File: config.mk
export PLATFORM = sky130hd
export DESIGN_NAME = bp_be_aux_wb_buffer
export DESIGN_NICKNAME = d
export VERILOG_FILES = /design/src/rtl/bp_be_aux_wb_buffer.sv
export SDC_FILE = /design/constraint.sdc
export NUM_CORES = 1
export LEC_CHECK = 0
export ABC_AREA = 1
export BUFFER_PORTS_ARGS = -buffer_cell sky130_fd_sc_hd__buf_2
export CAP_MARGIN = 5
export CORE_MARGIN = 8
export CORE_UTILIZATION = 55
export CTS_BUF_LIST = sky130_fd_sc_hd__clkbuf_4
export CTS_CLUSTER_SIZE = 25
export DETAILED_ROUTE_END_ITERATION = 10
export HOLD_SLACK_MARGIN = 0.05
export PLACE_DENSITY = 0.86
export SETUP_SLACK_MARGIN = 0.1
export SLEW_MARGIN = 25
export SYNTH_ARGS = -nofsm -noshare
export SYNTH_HDL_FRONTEND = slang
export SYNTH_SLANG_ARGS = --single-unit
File: constraint.sdc
create_clock -name clk_i -period 13.1 [get_ports clk_i]
set_input_delay 0.655 -clock clk_i [delete_from_list [all_inputs] [get_ports clk_i]]
set_output_delay 0.655 -clock clk_i [all_outputs]
set_load 0.01 [all_outputs]
File: src/rtl/bp_be_aux_wb_buffer.sv
// Writeback buffer that decouples aux-pipe results from register file write ports.
// It also accumulates sticky FP exception flags for the entries it retires.
module bp_be_aux_wb_buffer #(
  parameter int unsigned dpath_width_p    = 66,
  parameter int unsigned reg_addr_width_p = 5,
  parameter int unsigned els_p            = 2
) (
  input  logic                          clk_i,
  input  logic                          reset_n_i,
  input  logic                          v_i,
  input  logic [dpath_width_p-1:0]      data_i,
  input  logic [4:0]                    fflags_i,
  input  logic [reg_addr_width_p-1:0]   rd_addr_i,
  input  logic                          irf_w_v_i,
  input  logic                          frf_w_v_i,
  input  logic                          flush_i,
  output logic                          ready_o,
  output logic                          irf_w_v_o,
  output logic                          frf_w_v_o,
  output logic [reg_addr_width_p-1:0]   w_addr_o,
  output logic [dpath_width_p-1:0]      w_data_o,
  input  logic                          w_yumi_i,
  output logic [4:0]                    fflags_acc_o,
  input  logic                          fflags_clear_i,
  output logic [$clog2(els_p+1)-1:0]    count_o,
  output logic                          overflow_o
);

  localparam int unsigned PtrW = $clog2(els_p);
  localparam int unsigned CntW = $clog2(els_p + 1);
  localparam logic [PtrW-1:0] LastPtr = PtrW'(els_p - 1);
  localparam logic [CntW-1:0] FullCnt = CntW'(els_p);

  typedef struct packed {
    logic [dpath_width_p-1:0]    data;
    logic [4:0]                  fflags;
    logic [reg_addr_width_p-1:0] rd;
    logic                        irf;
    logic                        frf;
  } entry_t;

  entry_t          mem_q [els_p];
  entry_t          head;
  logic [PtrW-1:0] wr_ptr_q, wr_ptr_d, rd_ptr_q, rd_ptr_d;
  logic [CntW-1:0] count_q, count_d;
  logic [4:0]      acc_q, acc_d;
  logic            ovf_q, ovf_d;
  logic            head_v, head_wr, full, enq, deq;

  function automatic logic [PtrW-1:0] next_ptr(input logic [PtrW-1:0] p);
    return (p == LastPtr) ? '0 : p + PtrW'(1);
  endfunction

  assign head    = mem_q[rd_ptr_q];
  assign head_v  = (count_q != '0);
  assign head_wr = head.irf | head.frf;
  assign full    = (count_q == FullCnt);
  // Flags-only heads retire on their own after one cycle at the head; w_yumi_i is ignored for them.
  assign deq     = head_v & (head_wr ? w_yumi_i : 1'b1);
  assign enq     = v_i & ~flush_i & (~full | deq);

  always_comb begin
    wr_ptr_d = wr_ptr_q;
    rd_ptr_d = rd_ptr_q;
    count_d  = count_q;
    acc_d    = acc_q;
    ovf_d    = ovf_q;

    // Clear applies before the retiring entry's flags are merged.
    if (deq) begin
      acc_d = (fflags_clear_i ? 5'b0 : acc_q) | head.fflags;
    end else if (fflags_clear_i) begin
      acc_d = 5'b0;
    end

    if (flush_i) begin
      wr_ptr_d = '0;
      rd_ptr_d = '0;
      count_d  = '0;
    end else begin
      if (enq) wr_ptr_d = next_ptr(wr_ptr_q);
      if (deq) rd_ptr_d = next_ptr(rd_ptr_q);
      if (enq && !deq) count_d = count_q + CntW'(1);
      else if (!enq && deq) count_d = count_q - CntW'(1);
      if (v_i && full && !deq) ovf_d = 1'b1;
    end
  end

  always_ff @(posedge clk_i or negedge reset_n_i) begin
    if (!reset_n_i) begin
      wr_ptr_q <= '0;
      rd_ptr_q <= '0;
      count_q  <= '0;
      acc_q    <= 5'b0;
      ovf_q    <= 1'b0;
    end else begin
      wr_ptr_q <= wr_ptr_d;
      rd_ptr_q <= rd_ptr_d;
      count_q  <= count_d;
      acc_q    <= acc_d;
      ovf_q    <= ovf_d;
    end
  end

  always_ff @(posedge clk_i) begin
    if (enq) begin
      mem_q[wr_ptr_q] <= '{data: data_i, fflags: fflags_i, rd: rd_addr_i,
                           irf: irf_w_v_i, frf: frf_w_v_i};
    end
  end

  assign ready_o      = ~full;
  assign irf_w_v_o    = head_v & head.irf;
  assign frf_w_v_o    = head_v & head.frf;
  assign w_addr_o     = head.rd;
  assign w_data_o     = head.data;
  assign fflags_acc_o = acc_q;
  assign count_o      = count_q;
  assign overflow_o   = ovf_q;

endmodule
; Yosys cells after proc, flatten, opt, wreduce, memory -nomap -nowiden
; Memories as Yosys holds them, arrays and structs flattened.
; Cells that the tools add are included.
[totals]
register_bits = 10
latch_bits = 0
mem_bits_rw = 156
romBits = 0
inputBits = 84
output_inout_bits = 82
wordCells = 46
memories = 1
[mem_list]
columns = memory, words, word_bits, read_ports, rd_ports_with_merged_regs, wr, line_no
row1 = mem_q, 2, 78, 1, 0, 1, 42  ; entry_t mem_q [els_p];
[classes]
add_sub_neg = 4
mul = 0
div = 0
magnitude_cmp = 0
eq_ne = 1
shift = 0
mux = 14
bitwise_logic = 10
n_reduce_logical = 11
[op_table]
columns = operator, count
row1 = two-way mux 5 bit, 2
row2 = two-way mux 1 bit, 9
row3 = two-way mux 2 bit, 3
row4 = nonzero test 2 bit, 3
row5 = AND 1 bit, 5
row6 = OR 5 bit, 1
row7 = logical AND 1 bit, 4
row8 = nonzero test 3 bit, 1
row9 = "adder 1 bit, second input constant", 2
row10 = "adder 2 x 1 -> 2 bit, second input constant", 1
row11 = "== test 2 bit, second input constant", 1
row12 = logical NOT 1 bit, 2
row13 = inverter 1 bit, 2
row14 = OR 1 bit, 2
row15 = AND reduction 2 bit, 1
row16 = "subtractor 2 x 1 -> 2 bit, second input constant", 1

; Longest topological paths before layout
; An unclocked memory read counts as a cell.
[logic_depth]
ltp_word = 11
depth_mapped = 12
ltp_nobuf = 11

; Worst setup path after synthesis
; OpenSTA, ideal clock, no wires.
[synth_path]
path_kind = input -> register
from = input flush_i
to = memory mem_q[0][0] (netlist name), enable pin
arrival_time_ns = 4.325
required_time_ns = 12.585
path_slack_ns = 8.261
path_stages = 5
path_buffers = 0
path_cell_list = inv_1 > nand2_1 > inv_1 > o21ai_2 > nor2_1
[synth_via]
elab_chain_cells = 5
[synth_rtl]
columns = item, line_no
row1 = "start, declared", 16  ; input logic flush_i,
row2 = inverter 1 bit (no line), n/a
row3 = AND 1 bit (2 in series), 60  ; assign enq = v_i & ~flush_i & (~full | deq);
row4 = two-way mux 1 bit, 106  ; if (enq) begin
row5 = two-way mux 1 bit (not written as such), 107  ; mem_q[wr_ptr_q] <= '{data: data_i, fflags: fflags_i, rd: rd_addr_i,
row6 = "end, declared", 42
; Every way passes these cells.

; Worst setup path after layout
[layout_path]
from = register rd_ptr_q
to = output irf_w_v_o
[layout_via]
elab_chain_cells = 2
[layout_rtl]
columns = item, line_no
row1 = "start, declared", 44  ; logic [PtrW-1:0] wr_ptr_q, wr_ptr_d, rd_ptr_q, rd_ptr_d;
row2 = "start signal, assigned", 98  ; rd_ptr_q <= rd_ptr_d;
row3 = memory read (2 x 78 bit), n/a
row4 = AND 1 bit, 113  ; assign irf_w_v_o = head_v & head.irf;
row5 = "end, declared", 18  ; output logic irf_w_v_o,
; Every way passes these cells.

==> results_dict.tcl <==
set metrics [dict create \
    status "completed" \
    holdPathStages 1 \
    finalCoreUtilization_pct 68.1 \
    async_flop_share_pct 6.02 \
    ant_nets 0 \
    design.die.area_mm2 0.0149 \
    syn_area_per_cell_um2 13.2 \
    grt.met3_usage_pct 6.34 \
    p_switching_mw 0.421 \
    post_cts_buffers 0 \
    route.detailed.drc 0 \
    cts.sinks 166 \
    period_minus_slack_ns 3.13 \
    rr_startpoint "rd_ptr_q" \
    drv_cap 0 \
    path_class "flop to primary output" \
    drt_iter0_markers 292 \
    r2r_end "mem_q[1][56]" \
    clk_path_buf_depth 2 \
    setup_tns_ns 0 \
    routedWlPerCell_um 16.5 \
    synth_top_area_share_pct 75.8 \
    critPathBufInv 3 \
    min_path_type "primary input to flop" \
    routed_wl_um 13100 \
    grt-ovfl-total 0 \
    tightest_slew_ns 0.853 \
    ys_types 22 \
    ys_dominant_reg_cell "edfxtp_1" \
    dpl.hpwl_um 8710 \
    grt_pass1_wl_um 20400 \
    p_leak_nw 3.19 \
    grt_use_met1_pct 20.9 \
    clk_latency_ns 0.52 \
    worstPathCellList "buf_4 > inv_6 > nand2_1 > nand2_1 > nor2_1 > buf_2" \
    cell_internal_pwr_mw 0.842 \
    max_freq_ghz 0.319 \
    gr-usage-all-layers_pct 17.8 \
    antenna_found_initial 1 \
    dpl_worst_slack_ns 9.91 \
    rsz0062_at_grt "no" \
    grt_max_degree 81 \
    postPlaceCellArea_mm2 0.00714 \
    die_w_um 122 \
    postSynthNetCount 551 \
    die_h_um 122 \
    arrival_ns 2.48 \
    design_area_mm2 0.00741 \
    final_hold_viol_count 0 \
    core-area_mm2 0.0109 \
    synth_area_leaders "edfxtp_1, nand2_1, dfrtp_1, inv_1, nor2_1" \
    hold_buffers 1 \
    drv_slew 0 \
    synth_edf_count 156 \
    ir_drop_uv 125 \
    p_comb_share_pct 28.2 \
    fin_worst_skew_ns 0.0184 \
    start_util_pct 56.7 \
    r2r_cells 9 \
    row_count 38 \
    antenna_cells 0 \
    syn_to_final_growth_pct 20.0 \
    cts_resized 0 \
    nNetsFinal 722 \
    grt_use_met2_pct 29.3 \
    synth_top_cell_by_area "edfxtp_1" \
    yosys_warnings 0 \
    path_delay_family "buffers and inverters" \
    top_usage_layer "met2" \
    hold_start "data_i[25]" \
    power.density_mw_per_mm2 170 \
    clkTransAtPathRegs_ns 0.13 \
    syn-cell-area_mm2 0.00618 \
    vias_per_cell 5.08 \
    num_vias 4021 \
    holdPathEnd "mem_q[0][37]" \
    min_period_over_period_pct 23.9 \
    pwr-share-seq_pct 50.8 \
    firstDrtPassIters 4 \
    start_kind "flop" \
    io_buffers 165 \
    cp-end-kind "primary output" \
    finalNonFillerCells 791 \
    cpMostUsedCell "nand2_1" \
    cp_data_required_time_ns 12.44 \
    htreeDepth 4 \
    synth_seq_cells 166 \
    crit_slowest_cell "buf_4" \
    total_power_mw 1.26 \
    p_clk_share_pct 21.0 \
    layout-drive-gt1-share_pct 32.0 \
    rrSetupSlack_ns 10.09 \
    ys_seq_area_share_pct 79.9 \
    switching_share_pct 33.3 \
    dp_cells 758 \
    numCtsBuffers 17 \
    max_slew_margin_pct 43.1 \
    gp_congestion 0.835 \
    setup_viol 0 \
    timing.hold.ws_ns 0.318 \
    cp-startpoint "rd_ptr_q" \
    io-pin-count 166 \
    cts_tree "done" \
    worst-path-max-fanout 80 \
    fin_ws_ns 9.97 \
    slowest_delay_ns 0.65 \
    first_global_vias 4245 \
    cts_root_buffer "clkbuf_4" \
    syn_inst 467 \
]
power by group through the flow:
stage	Clock, mW	Sequential (mW)	Combinational (mW)
2_1_floorplan	0	0.657	0.208
3_3_place_gp	0	0.651	0.351
3_5_place_dp	0	0.654	0.360
4_1_cts	0.273	0.642	0.363
5_1_grt	0.291	0.645	0.395
6_report	0.265	0.642	0.356
routing by layer:
metal / vias to the layer above / part of all wire, %
met1: 1912 / 40
li1: 1921 / -
met5: - / 0.092
met3: 17 / 8.7
met2: 169 / 50
met4: 2 / 1.4
worst reg2reg max path, cell delays in order (launching register included):
cell and delay, ns:
dfrtp_2 0.42, buf_4 0.37, inv_6 0.60, nand2_1 0.11
nand2_1 0.12, nand2_2 0.07, nand2_4 0.10, o21ai_2 0.12
nor2_4 0.10, buf_6 0.57
synthesized netlist by cell type (all sizes together), types with 3 or more instances:
cell type,n
nand2,234
edfxtp,156
inv,18
nor2,15
buf,10
dfrtp,10
clkbuf,7
nand3,5
o32ai,5
o21ai,3
placed cells by master, fill, tap and decap left out, drive strengths merged:
| cell type | n |
|---|---|
| o211ai | 1 |
| a21oi | 1 |
| o21ai | 3 |
| nand4 | 1 |
| clkinvlp | 5 |
| nand3 | 5 |
| bufinv | 1 |
| nand2 | 234 |
| dlygate4sd3 | 1 |
| o31ai | 1 |
| dfrtp | 10 |
| nor2 | 15 |
| buf | 168 |
| o32ai | 5 |
| clkinv | 5 |
| clkbuf | 20 |
| edfxtp | 156 |
| inv | 19 |
layout make-up:
class | count | area (µm²)
Inverter | 18 | 72.6
Sequential cell | 166 | 4940
Fill cell | 785 | 3480
Clock inverter | 12 | 106
Timing Repair Buffer | 169 | 866
Multi-Input combinational cell | 266 | 1110
Tap cell | 140 | 175
Clock buffer | 20 | 150
registers in the layout (all words and copies together) (netlist names):
| register | flops |
|---|---|
| wr_ptr_q | 1 |
| overflow_o | 1 |
| count_o | 2 |
| fflags_acc_o | 5 |
| rd_ptr_q | 1 |
| mem_q | 156 |
logic make-up (layout without fill, tap and decap cells):
family | count (synthesis) | in the layout | synth area share [%]
flip-flops | 166 | 166 | 79.9
AND/OR/NAND/NOR | 255 | 255 | 16.3
buffers and inverters | 35 | 219 | 2.45
AO/OA/AOI/OAI | 11 | 11 | 1.40
how the worst max path moves through the flow:
stage                   end  depth (start not counted)  slack (ns)
2_1_floorplan   mem_q[0][0]                          5        8.26
3_3_place_gp   mem_q[0][38]                          9        9.96
3_5_place_dp   mem_q[0][40]                          9        9.91
4_1_cts         mem_q[0][4]                          9        9.87
5_1_grt           frf_w_v_o                          6        9.77
6_report          irf_w_v_o                          6        9.97
Note: power is estimated with default switching activity, not from simulation.
